File: config.mk
export PLATFORM = sky130hd
export DESIGN_NAME = bp_ckpt_ctrl_flat
export DESIGN_NICKNAME = d
export VERILOG_FILES = /design/src/rtl/bp_ckpt_ctrl_pkg.sv /design/src/rtl/bp_ckpt_ctrl_if.sv /design/src/rtl/bp_inflight_cnt.sv /design/src/rtl/bp_ckpt_ctrl.sv /design/src/flat_wrapper.sv
export SDC_FILE = /design/constraint.sdc
export NUM_CORES = 1
export LEC_CHECK = 0
export ABC_AREA = 1
export CORE_ASPECT_RATIO = 1.2
export CORE_MARGIN = 2
export CORE_UTILIZATION = 54
export CTS_CLUSTER_DIAMETER = 120
export DETAILED_ROUTE_END_ITERATION = 7
export GPL_ROUTABILITY_DRIVEN = 0
export PLACE_DENSITY = 0.83
export REMOVE_ABC_BUFFERS = 1
export SETUP_SLACK_MARGIN = 0.3
export SLEW_MARGIN = 30
export SYNTH_ARGS = -nofsm -noshare
export SYNTH_HDL_FRONTEND = slang
export SYNTH_SLANG_ARGS = --single-unit
File: constraint.sdc
create_clock -name clk_i -period 2.65 [get_ports clk_i]
set_input_delay 0.53 -clock clk_i [delete_from_list [all_inputs] [get_ports clk_i]]
set_output_delay 0.53 -clock clk_i [all_outputs]
set_load 0.03 [all_outputs]
File: src/rtl/bp_ckpt_ctrl_pkg.sv
// Shared types and helpers for the BHT checkpoint sequencer.
// Optional clear sweep of bank B is enabled with `define BP_CKPT_CLEAR_EN.
package bp_ckpt_ctrl_pkg;

  // Default in-flight limit of the frontend and the counter width it implies.
  localparam int unsigned BP_CKPT_MAX_INFLIGHT = 16;
  localparam int unsigned BP_CKPT_CNT_W        = $clog2(BP_CKPT_MAX_INFLIGHT + 1);

  // Sequencer states. CLEAR_B only exists when the sweep is built in.
  typedef enum logic [2:0] {
    ST_RUN_A      = 3'd0,
    ST_DRAIN_TO_B = 3'd1,
`ifdef BP_CKPT_CLEAR_EN
    ST_CLEAR_B    = 3'd2,
`endif
    ST_RUN_B      = 3'd3,
    ST_DRAIN_TO_A = 3'd4
  } bp_ckpt_state_e;

  // Width of a counter holding 0..max_val inclusive.
  function automatic int unsigned bp_cnt_width(input int unsigned max_val);
    return (max_val < 1) ? 1 : $clog2(max_val + 1);
  endfunction

  // Width of an index over n entries.
  function automatic int unsigned bp_idx_width(input int unsigned n);
    return (n < 2) ? 1 : $clog2(n);
  endfunction

  // Bank B stays selected while draining back to A: the old bank keeps
  // receiving updates until its in-flight branches are gone.
  function automatic logic bp_is_bank_b(input bp_ckpt_state_e s);
    return (s == ST_RUN_B) || (s == ST_DRAIN_TO_A);
  endfunction

endpackage

File: src/rtl/bp_ckpt_ctrl_if.sv
// Handshake and status bundle between the checkpoint sequencer and the
// frontend (request source, branch tracking, bht_mux steering).
//
// Request handshake: ckpt_req_valid_i is held by the requester until a
// cycle where ckpt_req_ready_o is also high; that edge is the acceptance.
// ready only depends on registered state, never on valid.
interface bp_ckpt_ctrl_if
  import bp_ckpt_ctrl_pkg::*;
#(
  parameter int unsigned NR_ENTRIES = 1024
) ();
  localparam int unsigned IDX_W = bp_idx_width(NR_ENTRIES);

  logic             flush_i;
  logic             ckpt_req_valid_i;
  logic             ckpt_req_ready_o;
  logic             branch_issue_i;
  logic             branch_resolve_i;
  logic             checkpoint_mode_o;
  logic             update_en_o;
  logic             clr_valid_o;
  logic [IDX_W-1:0] clr_index_o;
  logic             busy_o;
  logic             drain_timeout_o;

  // Sequencer side.
  modport slave (
    input  flush_i, ckpt_req_valid_i, branch_issue_i, branch_resolve_i,
    output ckpt_req_ready_o, checkpoint_mode_o, update_en_o, clr_valid_o,
           clr_index_o, busy_o, drain_timeout_o
  );

  // Frontend / requester side.
  modport master (
    output flush_i, ckpt_req_valid_i, branch_issue_i, branch_resolve_i,
    input  ckpt_req_ready_o, checkpoint_mode_o, update_en_o, clr_valid_o,
           clr_index_o, busy_o, drain_timeout_o
  );
endinterface

File: src/rtl/bp_inflight_cnt.sv
// Saturating up/down counter of unresolved branches with a flush that
// zeroes it. A same-cycle increment is dropped on flush; simultaneous
// increment and decrement cancel; decrement at zero is ignored.
module bp_inflight_cnt #(
  parameter int unsigned MAX_VAL = 16,
  parameter int unsigned W       = (MAX_VAL < 1) ? 1 : $clog2(MAX_VAL + 1)
) (
  input  logic         clk_i,
  input  logic         rst_ni,
  input  logic         flush_i,
  input  logic         inc_i,
  input  logic         dec_i,
  output logic [W-1:0] cnt_o
);
  localparam logic [W-1:0] MAX_V = W'(MAX_VAL);

  logic [W-1:0] cnt_d, cnt_q;

  // Next count: flush wins, then single-sided inc/dec with clamping.
  always_comb begin
    cnt_d = cnt_q;
    if (flush_i) begin
      cnt_d = '0;
    end else if (inc_i && !dec_i) begin
      if (cnt_q != MAX_V) cnt_d = cnt_q + 1'b1;
    end else if (dec_i && !inc_i) begin
      if (cnt_q != '0) cnt_d = cnt_q - 1'b1;
    end
  end

  // Count register.
  always_ff @(posedge clk_i or negedge rst_ni) begin
    if (!rst_ni) cnt_q <= '0;
    else         cnt_q <= cnt_d;
  end

  assign cnt_o = cnt_q;
endmodule

File: src/rtl/bp_ckpt_ctrl.sv
// Bank sequencer for the dual-bank BHT behind bht_mux. Switches between
// bank A and bank B only after in-flight branch updates drain (or a drain
// timeout forces it). With `define BP_CKPT_CLEAR_EN bank B is swept to
// zero on every entry; without it bank B keeps its previous contents.
module bp_ckpt_ctrl
  import bp_ckpt_ctrl_pkg::*;
#(
  parameter int unsigned NR_ENTRIES    = 1024,
  parameter int unsigned MAX_INFLIGHT  = 16,
  parameter int unsigned DRAIN_TIMEOUT = 256
) (
  input  logic           clk_i,
  input  logic           rst_ni,
  bp_ckpt_ctrl_if.slave  bus,
  output bp_ckpt_state_e dbg_state_o
);
  localparam int unsigned CNT_W    = bp_cnt_width(MAX_INFLIGHT);
  localparam int unsigned TMR_W    = (DRAIN_TIMEOUT < 2) ? 1 : $clog2(DRAIN_TIMEOUT);
  localparam logic [TMR_W-1:0] TMR_LAST = TMR_W'(DRAIN_TIMEOUT - 1);
  localparam int unsigned IDX_W    = bp_idx_width(NR_ENTRIES);

  bp_ckpt_state_e   state_d, state_q;
  logic [TMR_W-1:0] timer_d, timer_q;
  logic             mode_d, mode_q;
  logic             ready_d, ready_q;
  logic             busy_d, busy_q;
  logic             timeout_d, timeout_q;
  logic [CNT_W-1:0] cnt;
  logic             cnt_zero;
  logic             drain_idle;
  logic             timer_hit;
  logic             force_zero;

`ifdef BP_CKPT_CLEAR_EN
  localparam logic [IDX_W-1:0] IDX_LAST = IDX_W'(NR_ENTRIES - 1);
  logic             clr_valid_d, clr_valid_q;
  logic [IDX_W-1:0] clr_idx_d, clr_idx_q;
`endif

  // A timed-out drain also zeroes the counter: those branches are given up.
  bp_inflight_cnt #(
    .MAX_VAL (MAX_INFLIGHT),
    .W       (CNT_W)
  ) u_inflight_cnt (
    .clk_i   (clk_i),
    .rst_ni  (rst_ni),
    .flush_i (bus.flush_i | force_zero),
    .inc_i   (bus.branch_issue_i),
    .dec_i   (bus.branch_resolve_i),
    .cnt_o   (cnt)
  );

  // A resolve seen with the counter at zero still has its BHT write in the
  // registered update path of bht_mux, so the drain waits one more cycle.
  assign cnt_zero   = (cnt == '0);
  assign drain_idle = cnt_zero & ~bus.branch_resolve_i;
  assign timer_hit  = (timer_q == TMR_LAST);

  // Next-state, drain timer, sweep index and next registered outputs.
  always_comb begin
    state_d    = state_q;
    timer_d    = '0;
    timeout_d  = 1'b0;
    force_zero = 1'b0;
`ifdef BP_CKPT_CLEAR_EN
    clr_idx_d  = clr_idx_q;
`endif
    case (state_q)
      ST_RUN_A: begin
        if (bus.ckpt_req_valid_i) state_d = ST_DRAIN_TO_B;
      end
      ST_DRAIN_TO_B: begin
        if (drain_idle || timer_hit) begin
`ifdef BP_CKPT_CLEAR_EN
          state_d   = ST_CLEAR_B;
          clr_idx_d = '0;
`else
          state_d   = ST_RUN_B;
`endif
          timeout_d  = ~drain_idle;
          force_zero = ~drain_idle;
        end else begin
          timer_d = timer_q + 1'b1;
        end
      end
`ifdef BP_CKPT_CLEAR_EN
      ST_CLEAR_B: begin
        if (clr_idx_q == IDX_LAST) begin
          state_d   = ST_RUN_B;
          clr_idx_d = '0;
        end else begin
          clr_idx_d = clr_idx_q + 1'b1;
        end
      end
`endif
      ST_RUN_B: begin
        if (bus.ckpt_req_valid_i) state_d = ST_DRAIN_TO_A;
      end
      ST_DRAIN_TO_A: begin
        if (drain_idle || timer_hit) begin
          state_d    = ST_RUN_A;
          timeout_d  = ~drain_idle;
          force_zero = ~drain_idle;
        end else begin
          timer_d = timer_q + 1'b1;
        end
      end
      default: state_d = ST_RUN_A;
    endcase
    mode_d  = bp_is_bank_b(state_d);
    ready_d = (state_d == ST_RUN_A) || (state_d == ST_RUN_B);
    busy_d  = ~ready_d;
`ifdef BP_CKPT_CLEAR_EN
    clr_valid_d = (state_d == ST_CLEAR_B);
`endif
  end

  // State and registered outputs; reset abandons any drain or sweep.
  always_ff @(posedge clk_i or negedge rst_ni) begin
    if (!rst_ni) begin
      state_q     <= ST_RUN_A;
      timer_q     <= '0;
      mode_q      <= 1'b0;
      ready_q     <= 1'b1;
      busy_q      <= 1'b0;
      timeout_q   <= 1'b0;
`ifdef BP_CKPT_CLEAR_EN
      clr_valid_q <= 1'b0;
      clr_idx_q   <= '0;
`endif
    end else begin
      state_q     <= state_d;
      timer_q     <= timer_d;
      mode_q      <= mode_d;
      ready_q     <= ready_d;
      busy_q      <= busy_d;
      timeout_q   <= timeout_d;
`ifdef BP_CKPT_CLEAR_EN
      clr_valid_q <= clr_valid_d;
      clr_idx_q   <= clr_idx_d;
`endif
    end
  end

  assign bus.checkpoint_mode_o = mode_q;
  assign bus.ckpt_req_ready_o  = ready_q;
  assign bus.busy_o            = busy_q;
  assign bus.drain_timeout_o   = timeout_q;
`ifdef BP_CKPT_CLEAR_EN
  assign bus.clr_valid_o       = clr_valid_q;
  assign bus.clr_index_o       = clr_idx_q;
  assign bus.update_en_o       = ~clr_valid_q;
`else
  assign bus.clr_valid_o       = 1'b0;
  assign bus.clr_index_o       = '0;
  assign bus.update_en_o       = 1'b1;
`endif
  assign dbg_state_o           = state_q;
endmodule

File: src/flat_wrapper.sv
// flat-port wrapper written by rule: the top's interface ports become plain ports
module bp_ckpt_ctrl_flat import bp_ckpt_ctrl_pkg::*;
#(
  parameter int unsigned NR_ENTRIES    = 1024,
  parameter int unsigned MAX_INFLIGHT  = 16,
  parameter int unsigned DRAIN_TIMEOUT = 256
)
  (clk_i, rst_ni, dbg_state_o, bus_flush_i, bus_ckpt_req_valid_i, bus_branch_issue_i, bus_branch_resolve_i, bus_ckpt_req_ready_o, bus_checkpoint_mode_o, bus_update_en_o, bus_clr_valid_o, bus_clr_index_o, bus_busy_o, bus_drain_timeout_o);
  bp_ckpt_ctrl_if #(.NR_ENTRIES(NR_ENTRIES)) bus_i ();
  input  logic clk_i;
  input  logic rst_ni;
  output bp_ckpt_state_e dbg_state_o;
  input wire logic [$bits(bus_i.flush_i)-1:0] bus_flush_i;
  input wire logic [$bits(bus_i.ckpt_req_valid_i)-1:0] bus_ckpt_req_valid_i;
  input wire logic [$bits(bus_i.branch_issue_i)-1:0] bus_branch_issue_i;
  input wire logic [$bits(bus_i.branch_resolve_i)-1:0] bus_branch_resolve_i;
  output wire logic [$bits(bus_i.ckpt_req_ready_o)-1:0] bus_ckpt_req_ready_o;
  output wire logic [$bits(bus_i.checkpoint_mode_o)-1:0] bus_checkpoint_mode_o;
  output wire logic [$bits(bus_i.update_en_o)-1:0] bus_update_en_o;
  output wire logic [$bits(bus_i.clr_valid_o)-1:0] bus_clr_valid_o;
  output wire logic [$bits(bus_i.clr_index_o)-1:0] bus_clr_index_o;
  output wire logic [$bits(bus_i.busy_o)-1:0] bus_busy_o;
  output wire logic [$bits(bus_i.drain_timeout_o)-1:0] bus_drain_timeout_o;
  assign bus_i.flush_i = bus_flush_i;
  assign bus_i.ckpt_req_valid_i = bus_ckpt_req_valid_i;
  assign bus_i.branch_issue_i = bus_branch_issue_i;
  assign bus_i.branch_resolve_i = bus_branch_resolve_i;
  assign bus_ckpt_req_ready_o = bus_i.ckpt_req_ready_o;
  assign bus_checkpoint_mode_o = bus_i.checkpoint_mode_o;
  assign bus_update_en_o = bus_i.update_en_o;
  assign bus_clr_valid_o = bus_i.clr_valid_o;
  assign bus_clr_index_o = bus_i.clr_index_o;
  assign bus_busy_o = bus_i.busy_o;
  assign bus_drain_timeout_o = bus_i.drain_timeout_o;
  bp_ckpt_ctrl #(.NR_ENTRIES(NR_ENTRIES), .MAX_INFLIGHT(MAX_INFLIGHT), .DRAIN_TIMEOUT(DRAIN_TIMEOUT)) u_core (.clk_i(clk_i), .rst_ni(rst_ni), .bus(bus_i), .dbg_state_o(dbg_state_o));
endmodule
==> impl_summary.txt, run 1 <==
----------------------------------------------------
[Pwr]
  Leakage Power ... 0.686 nW
  Power spent charging and discharging nets ... 0.000556 W
  Internal Pwr Total ... 0.000683 W
  Fraction of power consumed by the clock network ... 11.8%
  Power per cell area ... 886 nW/um^2
  Worst IR Drop VDD ... 0.613 mV
  Combinational Power Share ... 51.9%
  Fraction of power spent switching nets ... 44.9%
  Sequential share of power ... 36.4%

[Critical path]
  Data required time at the worst endpoint ... 2840 ps
  Slowest library cell on the worst path ... clkdlybuf4s50_1
  Critical Path Fanout Max ... 5
  Critical path type ... in -> reg
  Crit-path most repeated cell ... nor2_1
  Slowest cell delay on critical path ... 560 ps
  Data arrival, critical path ... 2280 ps
  Kind of end point of the critical path ... flip-flop
  Critical Path Start ... bus_branch_resolve_i
  Cells along the critical path ... clkdlybuf4s50_1, inv_1, nand2_2, inv_1, fa_1, nor2_1, nor2_1, nand2_1, nand3_1, nor2_1, nor2_2
  Startpoint of the lowest-slack register-to-register path ... u_core.u_inflight_cnt.cnt_o[0]
  Kind of start point of the critical path ... input port

[Place]
  IO Port Bufs ... 12
  Pre-CTS setup slack ... 251 ps
  Final HPWL DP ... 1730 um

[Run]
  Max cap viols ... 0

[Timing]
  Setup WS post-layout ... 564 ps
  Pins over their slew limit ... 0
  Highest Clock Rate ... 0.479 GHz
  Fin. Hold Viols ... 0
  Final setup violating endpoints ... 0
  Part of the cycle the worst path needs ... 78.7%
  Final worst clock skew ... 3.86 ps
  Post-route minimum period ... 2090 ps
  Post-Route Setup TNS ... 0 ps
  RSZ-0062 raised after global routing ... no

[Finish]
  Post-layout net count ... 180
  Utilization after layout ... 61.9%
  Area growth, synth to finish ... 11.1%
  Commonest cells after routing, fill and taps aside ... nand2_1 (25), nor2_1 (22), dfrtp_1 (19), inv_1 (15)
  Commonest non-fill, non-tap cell in the layout ... nand2_1
  Register area ... 502 um^2
  N_diodes ... 0
  Fill cells ... 202
  Share of cells above drive strength 1 ... 17.3%
  Area occupied by multi-input gates ... 639 um^2

[GRT]
  GRT Overall Usage ... 18.9%
  Global-route wire length before repair ... 3740 um
  Number of global-route vias before repair ... 938
  Pin count of the biggest net entering global routing ... 21
  Sum of overflow across all layers after global routing ... 0
  Antenna violations before repair ... 0

[CTS]
  CTS tree ... done
  CTS clock-pin slew for the worst setup and hold paths ... 100 ps
  Post-cts gate resize count ... 0
  Hold buffer count at cts ... 0
  Maximum buffer depth of the clock tree ... 2
  H-tree depth reported by CTS ... 1
  Post-CTS setup repair buffer count ... 0
  Clock latency of the later-clocked register in the worst-skew pair ... 290 ps
  Number of buffers added by the clock tree synthesis step ... 3
  Clock Sinks ... 20
  Clock root buffer ... clkbuf_4

[Logic synthesis]
  Distinct cell type count of the synthesized netlist ... 26
  Synth top area cells ... dfrtp_1 (38%), nand2_1 (7.5%), buf_4 (7.2%), nor2_1 (6.6%), nand3_1 (4.8%)
  Share of synthesized area occupied by flip-flops and latches ... 39.9%
  Synth area leader ... dfrtp_1
  Yosys synthesis warning count ... 0
  Synthesis-stage register bit count ... 20
  Post-synthesis instance total ... 153
  Post-synthesis cell area ... 1260 um^2
  Synth top area share ... 37.8%
  Avg Inst Size Synth ... 8.22 um^2

[Detailed routing]
  Antenna Nets Post-Route ... 0
  Aggregate routed wire length ... 2160 um
  Post-detailed-route via-to-cell ratio ... 4.79
  Total via count in the routed design ... 953
  Detail-routed net length per standard cell ... 10.8 um
  Starting DRT DRC Count ... 17
  First-pass detailed-route iteration total ... 4
  DRC errors left ... 0

[Die]
  Area of the die ... 2730 um^2
  Area of the placeable core ... 2260 um^2
  Die Wd ... 48.1 um
  Initial core utilization ... 55.7%
  Die span in y ... 56.9 um
  Floorplan row count ... 19
  Boundary Pins ... 25

[Worst hold path]
  Path class of the lowest-slack min-delay path ... reg -> reg
  Startpoint of the lowest-slack hold path ... u_core.timer_q[0]

[Outcome]
  Run status ... complete, no violations

----------------------------------------------------
[through the flow]
step                instances  hold WS (ps)  total power, W  cell area [um^2]
floorplan                 151           234        0.000925              1200
global placement          195           450         0.00106              1370
detailed placement        195           453         0.00110              1370
CTS                       199           467         0.00125              1400
global route              199           500         0.00135              1400
finish                    199           467         0.00124              1400
[worst max-delay path: cells and delay by family]
kind | cells | cell delay (ps)
fa+ha+maj | 1 | 390
buf+inv | 3 | 730
simple gates | 7 | 620
[cell type report]
class	instances	area share, %
Multi-Input combinational cell	114	45.7
Sequential cell	20	35.9
Timing Repair Buffer	13	9.13
Inverter	17	4.57
Tap cell	31	2.78
Clock buffer	4	1.88
[cells in the mapped netlist]
master     n
a21oi_1    5
and2_2     1
and3_1     1
buf_4     12
conb_1     2
dfrtp_1   19
dfstp_2    1
fa_1       1
ha_1       4
inv_1     15
inv_2      2
nand2_1   25
nand2_2    7
nand2_4    3
nand3_1   12
nand3_2    2
nand3b_1   2
nand4_1    1
nor2_1    22
nor2_2     7
nor2_4     1
nor3b_1    1
o21bai_1   1
xnor2_1    2
xor2_1     3
xor2_2     1
[logic make-up (layout without fill, tap and decap cells)]
kind of cell	count (synthesis)	after routing	synth area share, %
compound gates	6	6	2.59
xor+xnor	6	6	4.78
fa+ha+maj	5	5	5.57
buf+inv	29	34	12.2
flops	20	20	39.9
other cells	2	12	0.597
simple gates	85	85	34.3
[registers in the layout (all words and copies together), names as in the netlist]
| name | cells |
|---|---|
| u_core.u_inflight_cnt.cnt_o | 5 |
| u_core.bus.checkpoint_mode_o | 1 |
| u_core.bus.busy_o | 1 |
| u_core.bus.ckpt_req_ready_o | 1 |
| u_core.dbg_state_o | 3 |
| u_core.timer_q | 8 |
| u_core.bus.drain_timeout_o | 1 |
[final timing paths]
check / to / slack [ps] / cells past startpoint
min in group asynchronous: u_core.bus.drain_timeout_o / 560 / 2
max: u_core.u_inflight_cnt.cnt_o[4] / 560 / 11
max reg2reg: u_core.u_inflight_cnt.cnt_o[4] / 1100 / 8
min: u_core.timer_q[0] / 470 / 1
max in group asynchronous: u_core.bus.ckpt_req_ready_o / 1820 / 2
min reg2reg: u_core.timer_q[0] / 470 / 1
[power by group through the flow]
stage | registers, W | clock network (W) | logic, W
after floorplan | 0.000512 | 0 | 0.000413
after global routing | 0.000463 | 0.000164 | 0.000721
after CTS | 0.000451 | 0.000151 | 0.000648
after global placement | 0.000450 | 0 | 0.000613
after detailed placement | 0.000456 | 0 | 0.000645
final | 0.000451 | 0.000146 | 0.000643
[routing by layer]
layer  GRT usage, %  routed length [um]
met4           7.72                  22
met1           21.9                 873
met5              0                   0
met2           32.4                1210
met3           3.22                  48
No activity file was read; power rests on OpenSTA's default activity.
==> run 2: changes to the inputs <==
- CORE_UTILIZATION: 54 -> 46
- PLACE_DENSITY: 0.83 -> 0.75
- clock period: 2.65 -> 1.8 ns (I/O delays scaled with it)
==> impl_summary.txt, run 2 (synthesized netlist as in run 1, its figures left out) <==
----------------------------------------------------
[Outcome]
  Run status ... complete, no violations

[Detailed routing]
  Antenna Nets Post-Route ... 0 (unchanged)
  Total via count in the routed design ... 1014 (+6.4%)
  Aggregate routed wire length ... 2490 um (+15%)
  Starting DRT DRC Count ... 25 (+8)
  Detail-routed net length per standard cell ... 12.0 um (+11%)
  First-pass detailed-route iteration total ... 4 (unchanged)
  DRC errors left ... 0 (unchanged)
  Post-detailed-route via-to-cell ratio ... 4.90 (+2.3%)

[GRT]
  Pin count of the biggest net entering global routing ... 21 (unchanged)
  Global-route wire length before repair ... 3790 um (+1.3%)
  Number of global-route vias before repair ... 924 (-1.5%)
  GRT Overall Usage ... 16.3% (-2.6 points)
  Sum of overflow across all layers after global routing ... 0 (unchanged)
  Antenna violations before repair ... 0 (unchanged)

[CTS]
  CTS clock-pin slew for the worst setup and hold paths ... 110 ps (about the same)
  CTS tree ... done
  Number of buffers added by the clock tree synthesis step ... 3 (unchanged)
  Hold buffer count at cts ... 0 (unchanged)
  Clock latency of the later-clocked register in the worst-skew pair ... 300 ps (about the same)
  Clock root buffer ... clkbuf_4
  Maximum buffer depth of the clock tree ... 2 (unchanged)
  Clock Sinks ... 20 (unchanged)
  H-tree depth reported by CTS ... 1 (unchanged)

[Die]
  Area of the die ... 3170 um^2 (+16%)
  Die Wd ... 51.7 um (+7.7%)
  Area of the placeable core ... 2580 um^2 (+14%)
  Boundary Pins ... 25 (unchanged)
  Floorplan row count ... 20 (+1)
  Initial core utilization ... 48.8% (-6.9 points)
  Die span in y ... 61.3 um (+7.8%)

[Critical path]
  Critical Path Start ... bus_branch_resolve_i
  Critical path type ... in -> reg
  Worst reg-to-reg path cell count ... 8 (unchanged)
  Worst r2r dst ... u_core.u_inflight_cnt.cnt_o[4]
  Critical Path Fanout Max ... 5 (unchanged)
  Kind of start point of the critical path ... input port
  Data required time at the worst endpoint ... 1990 ps (-850 ps)
  Kind of end point of the critical path ... flip-flop
  Data arrival, critical path ... 1670 ps (-610 ps)
  Startpoint of the lowest-slack register-to-register path ... u_core.u_inflight_cnt.cnt_o[0]
  Reg-to-reg slack, setup ... 360 ps (-740 ps)
  Destination of the critical timing path ... u_core.u_inflight_cnt.cnt_o[3]

[Timing]
  Part of the cycle the worst path needs ... 82.1%
  Final worst clock skew ... 11.8 ps (+7.96 ps)
  Pins over their slew limit ... 0 (unchanged)
  Highest Clock Rate ... 0.676 GHz
  RSZ-0062 raised after global routing ... yes
  Final setup violating endpoints ... 0 (unchanged)
  Fin. Hold Viols ... 0 (unchanged)
  Post-Route Setup TNS ... 0 ps (unchanged)
  Post-route minimum period ... 1480 ps
  Setup WS post-layout ... 322 ps (-242 ps)

[Place]
  Cell area after placement ... 1390 um^2 (+1.3%)
  Final HPWL DP ... 1800 um (+4.1%)
  IO Port Bufs ... 12 (unchanged)
  Pre-CTS setup slack ... -282 ps (-532 ps)

[Run]
  Max cap viols ... 0 (unchanged)

[Finish]
  Area growth, synth to finish ... 17.5%
  Share of cells above drive strength 1 ... 28.2% (+11 points)
  N_diodes ... 0 (unchanged)
  Number of flip-flops under the largest register name ... 8 (unchanged)
  Post-layout net count ... 186 (+3.3%)
  Design Area, Final ... 1480 um^2 (+5.7%)
  Top reg by flops ... u_core.timer_q
  Register area ... 502 um^2 (unchanged)
  Area occupied by multi-input gates ... 692 um^2 (+8.2%)
  Commonest cells after routing, fill and taps aside ... nand2_1 (24), nor2_1 (21), dfrtp_1 (19), inv_1 (12), conb_1 (12)
  Commonest non-fill, non-tap cell in the layout ... nand2_1
  Fill cells ... 235 (+16%)

[Pwr]
  Power spent charging and discharging nets ... 0.000870 W (+57%)
  Worst IR Drop VDD ... 0.831 mV (+36%)
  Sequential share of power ... 35.4% (-1.0 points)
  Internal Pwr Total ... 0.00104 W (+52%)
  Fraction of power consumed by the clock network ... 11.4% (-0.4 points)
  Fraction of power spent switching nets ... 45.6% (+0.76 points)
  Leakage Power ... 0.736 nW (+7.3%)
  Combinational Power Share ... 53.3% (+1.4 points)
  Power per cell area ... 1290 nW/um^2 (+46%)

[Worst hold path]
  Path class of the lowest-slack min-delay path ... in -> async

----------------------------------------------------
run 2: changes by cell type in the layout (fill, tap and decap cells not counted), moves of 2 or more:
| cell | change |
|---|---|
| buf_4 | +6 |
| nand3_2 | +2 |
| clkdlybuf4s50_1 | -9 |
| dlygate4sd2_1 | +5 |
| nand3_1 | -2 |
| clkbuf_2 | +3 |
| ha_1 | -2 |
| ha_4 | +2 |
| inv_2 | +3 |
| inv_1 | -3 |
run 2: power by group through the flow:
| stage | registers (W) | logic [W] | clock network [W] |
|---|---|---|---|
| 2_1_floorplan | 0.000753 | 0.000608 | 0 |
| 3_3_place_gp | 0.000663 | 0.000915 | 0 |
| 3_5_place_dp | 0.000673 | 0.000943 | 0 |
| 4_1_cts | 0.000670 | 0.000946 | 0.000219 |
| 5_1_grt | 0.000685 | 0.00112 | 0.000246 |
| 6_report | 0.000674 | 0.00102 | 0.000217 |
run 2: area by class of cell:
| type | count | share of cell area (%) |
|---|---|---|
| timing repair buffer | 19 | 10.3 |
| multi-input combinational | 114 | 46.8 |
| sequential | 20 | 34.0 |
| tap | 33 | 2.79 |
| inverter | 17 | 4.32 |
| clock buffer | 4 | 1.78 |
run 2: per-layer routing:
metal / up-vias / global-route usage [%] / wire length [um]
met1: 487 / 17.7 / 1010
met3: 2 / 4.85 / 113
li1: 494 / - / -
met5: - / 0 / 0
met2: 31 / 31.3 / 1360
met4: 0 / 3.76 / 2
run 2: worst min-delay path by stage:
stage	start	end	slack (ps)	cells past startpoint
after global routing	rst_ni	u_core.timer_q[5]	380	2
final	rst_ni	u_core.timer_q[5]	370	2
after global placement	u_core.timer_q[0]	u_core.timer_q[0]	440	1
after floorplan	rst_ni	u_core.bus.busy_o	60	0
after detailed placement	u_core.timer_q[0]	u_core.timer_q[0]	450	1
after CTS	rst_ni	u_core.timer_q[5]	380	2
run 2: worst max-delay path, stage by stage:
cell,delay [ps]
dlygate4sd2_1,250
inv_2,80
nand2_4,90
buf_4,150
ha_1,280
nand3_2,90
nand3_2,90
nand3_1,70
nor2_1,150
nor2_2,50
run 2: timing repair:
item | 4_1_cts | 5_1_grt
endpoints found under the setup margin | 11 | 7
buffers inserted | 1 | 3
pin swaps | 4 | 6
resized for setup | 18 | 11
run 2: metrics by stage:
| step | hold WS [ps] | utilization (%) | power (W) | std cells |
|---|---|---|---|---|
| after floorplan | 64.4 | - | 0.00136 | 151 |
| after global placement | 439 | 53.9 | 0.00158 | 199 |
| after detailed placement | 453 | 53.9 | 0.00162 | 199 |
| after CTS | 383 | 56.2 | 0.00183 | 204 |
| after global routing | 384 | 57.3 | 0.00205 | 207 |
| final | 373 | 57.3 | 0.00191 | 207 |
==> run 3: changes to the inputs <==
- clock period: 1.8 -> 1.3 ns (I/O delays scaled with it)
==> impl_summary.txt, run 3 (synthesized netlist as in run 1, its figures left out) <==
----------------------------------------------------
[Critical path]
  Kind of start point of the critical path ... input port
  Critical path type ... in -> reg
  Critical Path Fanout Max ... 4 (-1)
  Kind of end point of the critical path ... flip-flop
  Data arrival, critical path ... 1690 ps (+20 ps)
  Data required time at the worst endpoint ... 1500 ps (-490 ps)

[Timing]
  Post-Route Setup TNS ... -816 ps (-816 ps)
  Final worst clock skew ... 6.00 ps (-5.82 ps)
  Fin. Hold Viols ... 0 (unchanged)
  Pins over their slew limit ... 0 (unchanged)
  Post-route minimum period ... 1490 ps
  Hold slack final ... 282 ps (-90.9 ps)
  Setup WS post-layout ... -187 ps (-509 ps)
  RSZ-0062 raised after global routing ... yes
  Final setup violating endpoints ... 10 (+10)
  Part of the cycle the worst path needs ... 114%
  Highest Clock Rate ... 0.672 GHz

[Outcome]
  Violated checks ... setup timing
  Run status ... finished, violations left

[Die]
  Area of the placeable core ... 2580 um^2 (unchanged)
  Floorplan row count ... 20 (unchanged)
  Boundary Pins ... 25 (unchanged)
  Area of the die ... 3170 um^2 (unchanged)
  Die Wd ... 51.7 um (unchanged)
  Initial core utilization ... 48.8% (unchanged)
  Die span in y ... 61.3 um (unchanged)

[Finish]
  Commonest non-fill, non-tap cell in the layout ... nand2_1
  Post-layout net count ... 202 (+8.6%)
  Final standard cell count with taps included and fillers excluded ... 223 (+7.7%)
  Area growth, synth to finish ... 50.6%
  N_diodes ... 0 (unchanged)
  Number of flip-flops under the largest register name ... 8 (unchanged)
  Top reg by flops ... u_core.timer_q
  Fill cells ... 176 (-25%)
  Share of cells above drive strength 1 ... 54.7% (+27 points)
  Commonest cells after routing, fill and taps aside ... nand2_1 (18), buf_6 (16), dfrtp_1 (15), buf_4 (14), conb_1 (12)
  Utilization after layout ... 73.5% (+16 points)

[CTS]
  Clock Sinks ... 20 (unchanged)
  Maximum buffer depth of the clock tree ... 2 (unchanged)
  Number of buffers added by the clock tree synthesis step ... 3 (unchanged)
  CTS tree ... done
  CTS clock-pin slew for the worst setup and hold paths ... 120 ps (about the same)
  Hold buffer count at cts ... 0 (unchanged)
  Clock latency of the later-clocked register in the worst-skew pair ... 300 ps (about the same)
  Clock root buffer ... clkbuf_4
  H-tree depth reported by CTS ... 1 (unchanged)

[Pwr]
  Power spent charging and discharging nets ... 0.00170 W (+95%)
  Combinational Power Share ... 64.7% (+11 points)
  Fraction of power consumed by the clock network ... 8.8% (-2.6 points)
  Fraction of power spent switching nets ... 47.5% (+1.8 points)
  Leakage Power ... 0.869 nW (+18%)
  Power per cell area ... 1890 nW/um^2 (+46%)
  Internal Pwr Total ... 0.00188 W (+81%)
  Sequential share of power ... 26.6% (-8.8 points)
  Worst IR Drop VDD ... 1.20 mV (+44%)

[Place]
  IO Port Bufs ... 12 (unchanged)
  Final HPWL DP ... 1840 um (+2.4%)
  Number of placed instances with taps included ... 210 (+5.5%)

[GRT]
  Sum of overflow across all layers after global routing ... 0 (unchanged)
  Global-route wire length before repair ... 4350 um (+15%)
  GRT Overall Usage ... 18.5% (+2.2 points)
  Antenna violations before repair ... 0 (unchanged)
  Pin count of the biggest net entering global routing ... 21 (unchanged)
  Number of global-route vias before repair ... 1028 (+11%)

[Detailed routing]
  Starting DRT DRC Count ... 61 (+140%)
  Aggregate routed wire length ... 3490 um (+40%)
  Antenna Nets Post-Route ... 0 (unchanged)
  Post-detailed-route via-to-cell ratio ... 5.02 (+2.5%)
  First-pass detailed-route iteration total ... 4 (unchanged)
  Total via count in the routed design ... 1120 (+10%)
  Detail-routed net length per standard cell ... 15.6 um (+30%)
  DRC errors left ... 0 (unchanged)

[Worst hold path]
  Path class of the lowest-slack min-delay path ... in -> async

[Run]
  Max cap viols ... 0 (unchanged)

----------------------------------------------------
run 3: final cells by class:
type / count / area (um^2) / area share (%)
well taps: 33 / 41.3 / 2.18
clock buffers: 4 / 26.3 / 1.39
flip-flops and latches: 20 / 507 / 26.8
inverters: 17 / 68.8 / 3.63
multi-input cells: 114 / 918 / 48.5
repair buffers: 35 / 333 / 17.6
run 3: path summary, 6_finish.rpt:
kind	startpoint	end	slack, ps	cells after the start
max	bus_branch_resolve_i	u_core.u_inflight_cnt.cnt_o[4]	-190	12
min	rst_ni	u_core.timer_q[4]	280	2
max reg2reg	u_core.u_inflight_cnt.cnt_o[0]	u_core.u_inflight_cnt.cnt_o[4]	-180	8
min reg2reg	u_core.timer_q[0]	u_core.timer_q[0]	580	2
max in group asynchronous	rst_ni	u_core.bus.ckpt_req_ready_o	740	2
min in group clk_i	u_core.timer_q[0]	u_core.timer_q[0]	580	2
run 3: metrics by stage:
step                cell area [um^2]  worst slack, ps  power, W
floorplan                       1200            -86.7   0.00189
detailed placement              1460             -647   0.00237
finish                          1890             -187   0.00358
global placement                1460             -576   0.00231
CTS                             1670            -82.8   0.00300
global route                    1890             -242   0.00376
run 3: critical path: stages:
cell and delay (ps):
dlygate4sd2_1 250, inv_2 80, nand2_4 80, buf_6 140, ha_4 280, nand2_1 90
nor2_2 110, nor2_2 60, nand2_1 50, nand3_1 80, nor2_1 150, nor2_2 60
run 3: per-layer routing:
layer,track usage (%),share of wire [%],up-vias
li1,-,-,522
met1,21.1,38,561
met2,35.7,56,27
met3,3.16,3.4,10
met4,4.89,2.3,0
met5,0,0,-
run 3: timing repair:
| action | 4_1_cts | 5_1_grt |
|---|---|---|
| gates cloned | 0 | 0 |
| setup endpoints to repair | 26 | 27 |
| gates resized for setup | 63 | 44 |
| buffers inserted | 2 | 7 |
| pin swaps | 21 | 14 |
run 3: power groups by stage:
| stage | registers (W) | clock network [W] | logic, W |
|---|---|---|---|
| floorplan | 0.00104 | 0 | 0.000842 |
| global placement | 0.000898 | 0 | 0.00141 |
| detailed placement | 0.000905 | 0 | 0.00147 |
| CTS | 0.000922 | 0.000309 | 0.00177 |
| global route | 0.000962 | 0.000338 | 0.00246 |
| finish | 0.000950 | 0.000313 | 0.00231 |
